`src/rtl/tdm_demux4.sv`:
```
//------------------------------------------------------------------------------
// Module   : tdm_demux4
// Function : Four-lane TDM demultiplexer with sync-based frame lock.
//            Whole frames are presented atomically on out_a..out_d.
// Revision : 1.0 - initial release
//------------------------------------------------------------------------------
`default_nettype none

module tdm_demux4 #(
  parameter int WIDTH = 1
) (
  input  logic             clk,
  input  logic             rst_n,
  input  logic [WIDTH-1:0] din,
  input  logic             din_valid,
  input  logic             sync,
  output logic [WIDTH-1:0] out_a,
  output logic [WIDTH-1:0] out_b,
  output logic [WIDTH-1:0] out_c,
  output logic [WIDTH-1:0] out_d,
  output logic [1:0]       slot,
  output logic             locked,
  output logic             frame_valid,
  output logic             sync_err
);

  typedef enum logic [0:0] {
    HUNT   = 1'b0,
    LOCKED = 1'b1
  } state_t;

  state_t           r_state, w_state_nxt;
  logic [1:0]       r_slot, w_slot_nxt;
  logic [WIDTH-1:0] r_sh_a, r_sh_b, r_sh_c;
  logic [WIDTH-1:0] w_sh_a_nxt, w_sh_b_nxt, w_sh_c_nxt;
  logic [WIDTH-1:0] r_out_a, r_out_b, r_out_c, r_out_d;
  logic [WIDTH-1:0] w_out_a_nxt, w_out_b_nxt, w_out_c_nxt, w_out_d_nxt;
  logic             r_frame_valid, w_frame_valid_nxt;
  logic             r_sync_err, w_sync_err_nxt;

  always_ff @(posedge clk or negedge rst_n) begin
    if (!rst_n) begin
      r_state       <= HUNT;
      r_slot        <= 2'd0;
      r_sh_a        <= '0;
      r_sh_b        <= '0;
      r_sh_c        <= '0;
      r_out_a       <= '0;
      r_out_b       <= '0;
      r_out_c       <= '0;
      r_out_d       <= '0;
      r_frame_valid <= 1'b0;
      r_sync_err    <= 1'b0;
    end else begin
      r_state       <= w_state_nxt;
      r_slot        <= w_slot_nxt;
      r_sh_a        <= w_sh_a_nxt;
      r_sh_b        <= w_sh_b_nxt;
      r_sh_c        <= w_sh_c_nxt;
      r_out_a       <= w_out_a_nxt;
      r_out_b       <= w_out_b_nxt;
      r_out_c       <= w_out_c_nxt;
      r_out_d       <= w_out_d_nxt;
      r_frame_valid <= w_frame_valid_nxt;
      r_sync_err    <= w_sync_err_nxt;
    end
  end

  always_comb begin
    w_state_nxt       = r_state;
    w_slot_nxt        = r_slot;
    w_sh_a_nxt        = r_sh_a;
    w_sh_b_nxt        = r_sh_b;
    w_sh_c_nxt        = r_sh_c;
    w_out_a_nxt       = r_out_a;
    w_out_b_nxt       = r_out_b;
    w_out_c_nxt       = r_out_c;
    w_out_d_nxt       = r_out_d;
    w_frame_valid_nxt = 1'b0;
    w_sync_err_nxt    = 1'b0;

    if (din_valid) begin
      case (r_state)
        HUNT: begin
          if (sync) begin
            w_sh_a_nxt  = din;
            w_slot_nxt  = 2'd1;
            w_state_nxt = LOCKED;
          end
        end
        LOCKED: begin
          if (sync && (r_slot != 2'd0)) begin
            // Misplaced sync: drop the partial frame and restart at lane a.
            w_sync_err_nxt = 1'b1;
            w_sh_a_nxt     = din;
            w_slot_nxt     = 2'd1;
          end else begin
            case (r_slot)
              2'd0: w_sh_a_nxt = din;
              2'd1: w_sh_b_nxt = din;
              2'd2: w_sh_c_nxt = din;
              default: begin
                // Lane d goes straight to its output; no shadow is needed.
                w_out_a_nxt       = r_sh_a;
                w_out_b_nxt       = r_sh_b;
                w_out_c_nxt       = r_sh_c;
                w_out_d_nxt       = din;
                w_frame_valid_nxt = 1'b1;
              end
            endcase
            w_slot_nxt = r_slot + 2'd1;
          end
        end
        default: w_state_nxt = HUNT;
      endcase
    end
  end

  assign out_a       = r_out_a;
  assign out_b       = r_out_b;
  assign out_c       = r_out_c;
  assign out_d       = r_out_d;
  assign slot        = r_slot;
  assign locked      = (r_state == LOCKED);
  assign frame_valid = r_frame_valid;
  assign sync_err    = r_sync_err;

endmodule

`default_nettype wire

```
`config.mk`:
```
export PLATFORM = sky130hd
export DESIGN_NAME = tdm_demux4
export DESIGN_NICKNAME = d
export VERILOG_FILES = /design/src/rtl/tdm_demux4.sv
export SDC_FILE = /design/constraint.sdc
export NUM_CORES = 1
export LEC_CHECK = 0
export BUFFER_PORTS_ARGS = -buffer_cell sky130_fd_sc_hd__buf_4
export CAP_MARGIN = 20
export CORE_UTILIZATION = 35
export DETAILED_ROUTE_END_ITERATION = 6
export PLACE_DENSITY = 0.57
export SETUP_SLACK_MARGIN = 0.1
export SLEW_MARGIN = 15
export SYNTH_ARGS = -nofsm -noshare
export SYNTH_HDL_FRONTEND = slang
export SYNTH_SLANG_ARGS = --single-unit
```
`constraint.sdc`:
```
create_clock -name clk -period 1.97 [get_ports clk]
set_input_delay 0.2955 -clock clk [delete_from_list [all_inputs] [get_ports clk]]
set_output_delay 0.2955 -clock clk [all_outputs]
set_load 0.01 [all_outputs]
```
==> results of run 1 <==
-- path summary, 6_finish.rpt --
path	start	to	slack (ns)	depth (start not counted)
min	din	r_sh_c	0.27	2
min in group asynchronous	rst_n	locked	0.38	2
min reg2reg	r_sh_c	r_sh_c	0.51	1
max in group asynchronous	rst_n	r_sh_b	1.44	2
max	slot[0]	out_a	0.41	5
max reg2reg	slot[0]	out_a	0.41	5
-- layer usage --
layer  part of all wire  routed length, um  vias to the layer above
li1                   -                  -                      192
met1               0.49                473                      177
met2               0.43                421                       12
met3              0.042                 41                        5
met4              0.036                 35                        0
met5                  0                  0                        -
-- where the power goes --
part | internal [mW] | switching, mW | total (mW)
registers | 0.340 | 0.0639 | 0.404
logic | 0.212 | 0.160 | 0.372
clock network | 0.113 | 0.0920 | 0.205
-- critical path, stage by stage, from the launching register on --
cell	delay, ns
dfrtp_1	0.47
inv_1	0.10
ha_1	0.23
nand2b_4	0.17
nand4_4	0.13
mux2_2	0.34
-- layout make-up --
cell class                 count  area (um2)  area share
clock buffer                   4       36.28     0.04991
inverter                       4       15.01     0.02065
multi-input combinational     29       247.7      0.3408
sequential                    12       300.3      0.4131
tap                           16       20.02     0.02754
timing repair buffer          14       107.6      0.1480
-- cells in the final DEF, fill, tap and decap left out --
cell type,Yosys,routed
nand3_1,1,1
mux2_2,7,7
clkbuf_8,0,1
dlygate4sd3_1,0,1
dfrtp_1,12,12
a21o_2,1,1
ha_1,4,4
o21ai_0,2,2
a21oi_1,1,1
nand4_1,3,3
o22ai_1,1,1
a21o_1,1,1
nand2b_4,1,1
nand4_4,1,1
inv_1,4,4
nor2_1,1,1
nand2_1,5,5
buf_4,0,13
clkbuf_4,0,3
-- flip-flops by register name (all words and copies together), names as in the netlist --
signal / count
slot: 2
frame_valid: 1
locked: 1
out_a: 1
out_b: 1
out_c: 1
out_d: 1
r_sh_a: 1
r_sh_b: 1
r_sh_c: 1
sync_err: 1
-- stage by stage --
| stage | cell area (um2) | utilization | setup WS (ns) |
|---|---|---|---|
| 4_1_cts | 726.9 | 0.4716 | 0.4061 |
| 2_1_floorplan | 585.6 | - | 0.4640 |
| 3_5_place_dp | 680.7 | 0.4416 | 0.4195 |
| 3_3_place_gp | 680.7 | 0.4416 | 0.4549 |
| 6_report | 726.9 | 0.4716 | 0.4124 |
| 5_1_grt | 726.9 | 0.4716 | 0.3294 |
-- logic make-up (layout without fill, tap and decap cells) --
family,after synthesis,count (layout),synth area share
AND/OR/NAND/NOR,12,12,0.1389
flip-flops,12,12,0.5128
AO/OA/AOI/OAI,6,6,0.06411
adder cells (fa/ha/maj),4,4,0.08547
buffers and inverters,6,22,0.06409
multiplexers,7,7,0.1346
-- what timing repair did --
item | CTS | global route
hold buffers | 1 | 0
buffers inserted | 0 | 0
hold endpoints to repair | 12 | 0
setup endpoints to repair | 0 | 0
==> flow_summary.yaml, run 1 <==
detailed_routing:
  drcViolationCount: 0
  post_detailed_routing_wire_length_um: 971
  drt-vias-per-instance: 4.886
  firstDrtPassIters: 2
  wire_per_inst_um: 12.29
  first_iter_violations: 5
  via_count: 386
  route.antenna.remaining_nets: 0
grt:
  number_of_global_route_vias_before_repair: 390
  wire_length_of_the_first_global_routing_pass_um: 1752
  grt_antenna_before_repair: 0
  groute.layer.met2.usage: 0.1848
  grt_use_met1: 0.1848
  track_usage: 0.1362
  grt-busiest-layer: "met2"
  maximum_number_of_pins_on_one_net_before_global_route_repair: 13
  globalRoute.totalOverflow: 0
  gr_util_met3: 0.02553
synth:
  post_synth.cell_area_avg_um2: 12.46
  synth_seq_cells: 12
  postSynthNetCount: 56
  sequential_fraction_of_the_synthesis_area: 0.5128
  synth_cells: 47
  synth_flop_cell: "dfrtp_1"
  synthTopCellsByArea: "dfrtp_1, mux2_2, ha_1, buf_6, nand4_4"
  ys_warn_count: 0
  post_synth_num_cell_types: 16
  most_numerous_cell_in_the_yosys_netlist: "dfrtp_1"
  async_reset_ff_frac: 1.000
  synth.top_cells.by_count: "dfrtp_1, mux2_2, nand2_1"
  cell_type_with_the_largest_total_area_after_synthesis: "dfrtp_1"
  syn-cell-area_um2: 585.6
  synth_enable_flop_cells: 0
  yosysTopAreaCellShare: 0.5128
place:
  routabilityCongestion: 0.7396
  place_hpwl_um: 702.1
  place_inst: 74
  buffer_ports.inserted: 13
setup_path:
  end_kind: "flip-flop"
  category_of_the_critical_setup_timing_path: "flip-flop to flip-flop"
  crit_fanout: 8
  worst_ep_required_time_ns: 2.14
  crit_path_start_kind: "flip-flop"
  data_arrival_time_of_the_worst_path_ns: 1.72
cts:
  post_cts.resized_instances: 0
  clk_root_buffer_cell: "clkbuf_4"
  cts_tree: "done"
  tritoncts.num_buffers: 3
  clock_sink_count: 12
  clk_pin_slew_worst_paths_ns: 0.09
  insertion_delay_ns: 0.28
  htree_num_levels: 1
  max-clock-path-buffers: 2
layout:
  layout.nets: 73
  nFillCells: 152
  finish.cell_count_without_fillers: 79
  area.growth.synth_to_final_pct: 24.15
  drive_gt1_frac: 0.4286
  n_antenna_cell: 0
floorplan:
  floorplan.rows: 14
  die_boundary_height_um: 42.90
  die_x_um: 42.90
  core_um2: 1541
  die-area_um2: 1840
  ios: 14
  initial_core_util: 0.3799
timing:
  totalNegativeSetupSlack_ns: 0
  finalCriticalPeriod_ns: 1.558
  setup_viol: 0
  post_route_worst_hold_slack_ns: 0.2670
  unrepaired_setup_endpoints_after_global_routing: "no"
  fin_crit_sh: 0.7907
  slew_violations: 0
  max_clock_freq_mhz: 642.0
  clock_skew_ns: 0.007510
  finalHoldViolations: 0
  slew-limit-headroom: 0.7434
  tightestPinTransition_ns: 0.3849
power:
  power_density_nw_per_um2: 1349
  leakagePower_nw: 0.3633
  worst_vdd_ir_mv: 0.5824
  total_power_uw: 980.7
run_status:
  run_status: "finished, final reports clean"
worst_hold_path:
  worst_hold_path_type: "input port to flip-flop"
flow_run:
  cap_violations: 0
Note: power is estimated with default switching activity, not from simulation.
==> inputs of run 2 (changes only) <==
Clock period 1.97 ns to 1.5 ns, I/O delays scaled along.
==> run 2 against run 1 <==
- design area increased by 11%
- core utilization is 5.4 points higher
- non-clock buffer count grew 7
- count of clock-buffer cells in the layout did not move
- via count up 7.8%
- worst setup slack got worse by 0.28 ns
- sequential cell count did not move
- power is 52% higher
- sequential power increased by 29%
==> flow_summary.yaml, run 2 (same netlist as run 1, synthesis figures left out) <==
detailed_routing:
  first_iter_violations: 5
  post_detailed_routing_wire_length_um: 1183
  route.antenna.remaining_nets: 0
  via_count: 416
  wire_per_inst_um: 13.76
  drcViolationCount: 0
  drt-vias-per-instance: 4.837
  firstDrtPassIters: 4
timing:
  unrepaired_setup_endpoints_after_global_routing: "yes"
  totalNegativeSetupSlack_ns: 0
  tightestPinTransition_ns: 0.2420
  finalCriticalPeriod_ns: 1.364
  slew-limit-headroom: 0.8387
  setup_viol: 0
  finalHoldViolations: 0
  fin_crit_sh: 0.9091
  slew_violations: 0
  clock_skew_ns: 0.002851
  max_clock_freq_mhz: 733.3
power:
  leakagePower_nw: 0.4015
  power_density_nw_per_um2: 1839
  worst_vdd_ir_mv: 0.7356
worst_hold_path:
  worst_hold_path_type: "input port to flip-flop"
cts:
  clk_pin_slew_worst_paths_ns: 0.08
  max-clock-path-buffers: 2
  insertion_delay_ns: 0.27
  htree_num_levels: 1
  tritoncts.num_buffers: 3
  clk_root_buffer_cell: "clkbuf_4"
  clock_sink_count: 12
  cts_tree: "done"
grt:
  number_of_global_route_vias_before_repair: 410
  wire_length_of_the_first_global_routing_pass_um: 1807
  track_usage: 0.1423
  grt_antenna_before_repair: 0
  maximum_number_of_pins_on_one_net_before_global_route_repair: 13
  globalRoute.totalOverflow: 0
place:
  buffer_ports.inserted: 13
  place_hpwl_um: 755.2
  place_inst: 76
  placed_area_um2: 699.4
  routabilityCongestion: 0.7127
layout:
  largest_register_ffs: 2
  postLayoutCellArea_um2: 809.5
  layout.cells.most_common: "buf_4"
  final_cell_mix: "buf_4, dfrtp_1, nand2_1, mux2_2"
  drive_gt1_frac: 0.5714
  area.growth.synth_to_final_pct: 38.25
  n_antenna_cell: 0
  layout.nets: 80
  finish.cell_count_without_fillers: 86
floorplan:
  die-area_um2: 1840
  initial_core_util: 0.3799
  ios: 14
  die_boundary_height_um: 42.90
  die_x_um: 42.90
  core_um2: 1541
  floorplan.rows: 14
setup_path:
  category_of_the_critical_setup_timing_path: "flip-flop to flip-flop"
  crit_path_start_kind: "flip-flop"
  end_kind: "flip-flop"
  data_arrival_time_of_the_worst_path_ns: 1.52
  crit_fanout: 5
  worst_ep_required_time_ns: 1.66
run_status:
  run_status: "finished, final reports clean"
flow_run:
  cap_violations: 0
run 2: changes by cell type in the layout (fill, tap and decap cells not counted):
cell     before  now
mux2_4        0    2
dfrtp_2       0    1
buf_6         0    1
ha_1          4    1
buf_4        13   19
inv_1         4    2
ha_4          0    1
inv_2         0    2
mux2_2        7    5
ha_2          0    2
dfrtp_1      12   11
run 2: timing repair:
action                                  in CTS  in global routing
endpoints found under the setup margin       2                  6
hold buffers                                 1                  0
hold endpoints to repair                    12                  0
gates resized for setup                      0                  7
setup buffers                                2                  3
gates cloned                                 0                  0
run 2: path summary, 6_finish.rpt:
| check | start | endpoint | slack [ns] | cells after the start |
|---|---|---|---|---|
| hold / removal | din | r_sh_c | 0.21 | 2 |
| hold reg to reg | r_sh_a | r_sh_a | 0.51 | 1 |
| setup / recovery | slot[0] | out_b | 0.14 | 5 |
| max in group asynchronous | rst_n | slot[0] | 1.01 | 2 |
| setup reg to reg | slot[0] | out_b | 0.14 | 5 |
| min in group asynchronous | rst_n | out_a | 0.32 | 2 |
run 2: final cells by class:
type / instances / area, um2
timing repair buffer: 21 / 163.9
tap: 16 / 20.02
clock buffer: 4 / 36.28
inverter: 4 / 15.01
sequential: 12 / 301.5
fill: 153 / 732.0
multi-input combinational: 29 / 272.8
run 2: per-stage QoR:
stage               worst slack, ns    util  hold slack [ns]  total power, mW
CTS                          0.1223  0.4935           0.1928            1.378
detailed placement           0.1103  0.4537          0.07836            1.073
finish                       0.1364  0.5252           0.2051            1.489
global route                0.07852  0.5252           0.1931            1.603
global placement             0.1361  0.4537          0.07520            1.059
floorplan                    0.1260       -         -0.07059           0.8411
run 2: critical path, cell delays in order (launching register included):
cell and delay (ns):
dfrtp_2 0.43, inv_2 0.08, ha_4 0.14, nand2b_4 0.15, nand4_4 0.12, mux2_4 0.33
run 2: power breakdown:
part | internal (mW) | switching, mW | total [mW]
clock | 0.148 | 0.108 | 0.256
combinational | 0.422 | 0.288 | 0.710
sequential | 0.450 | 0.0736 | 0.523
run 2: routing by layer:
layer / wire [um] / GRT usage / vias up
met5: 0 / 0 / -
met2: 578 / 0.2061 / 15
met1: 517 / 0.1762 / 190
met3: 72 / 0.07660 / 2
met4: 13 / 0.05625 / 0
li1: - / - / 209
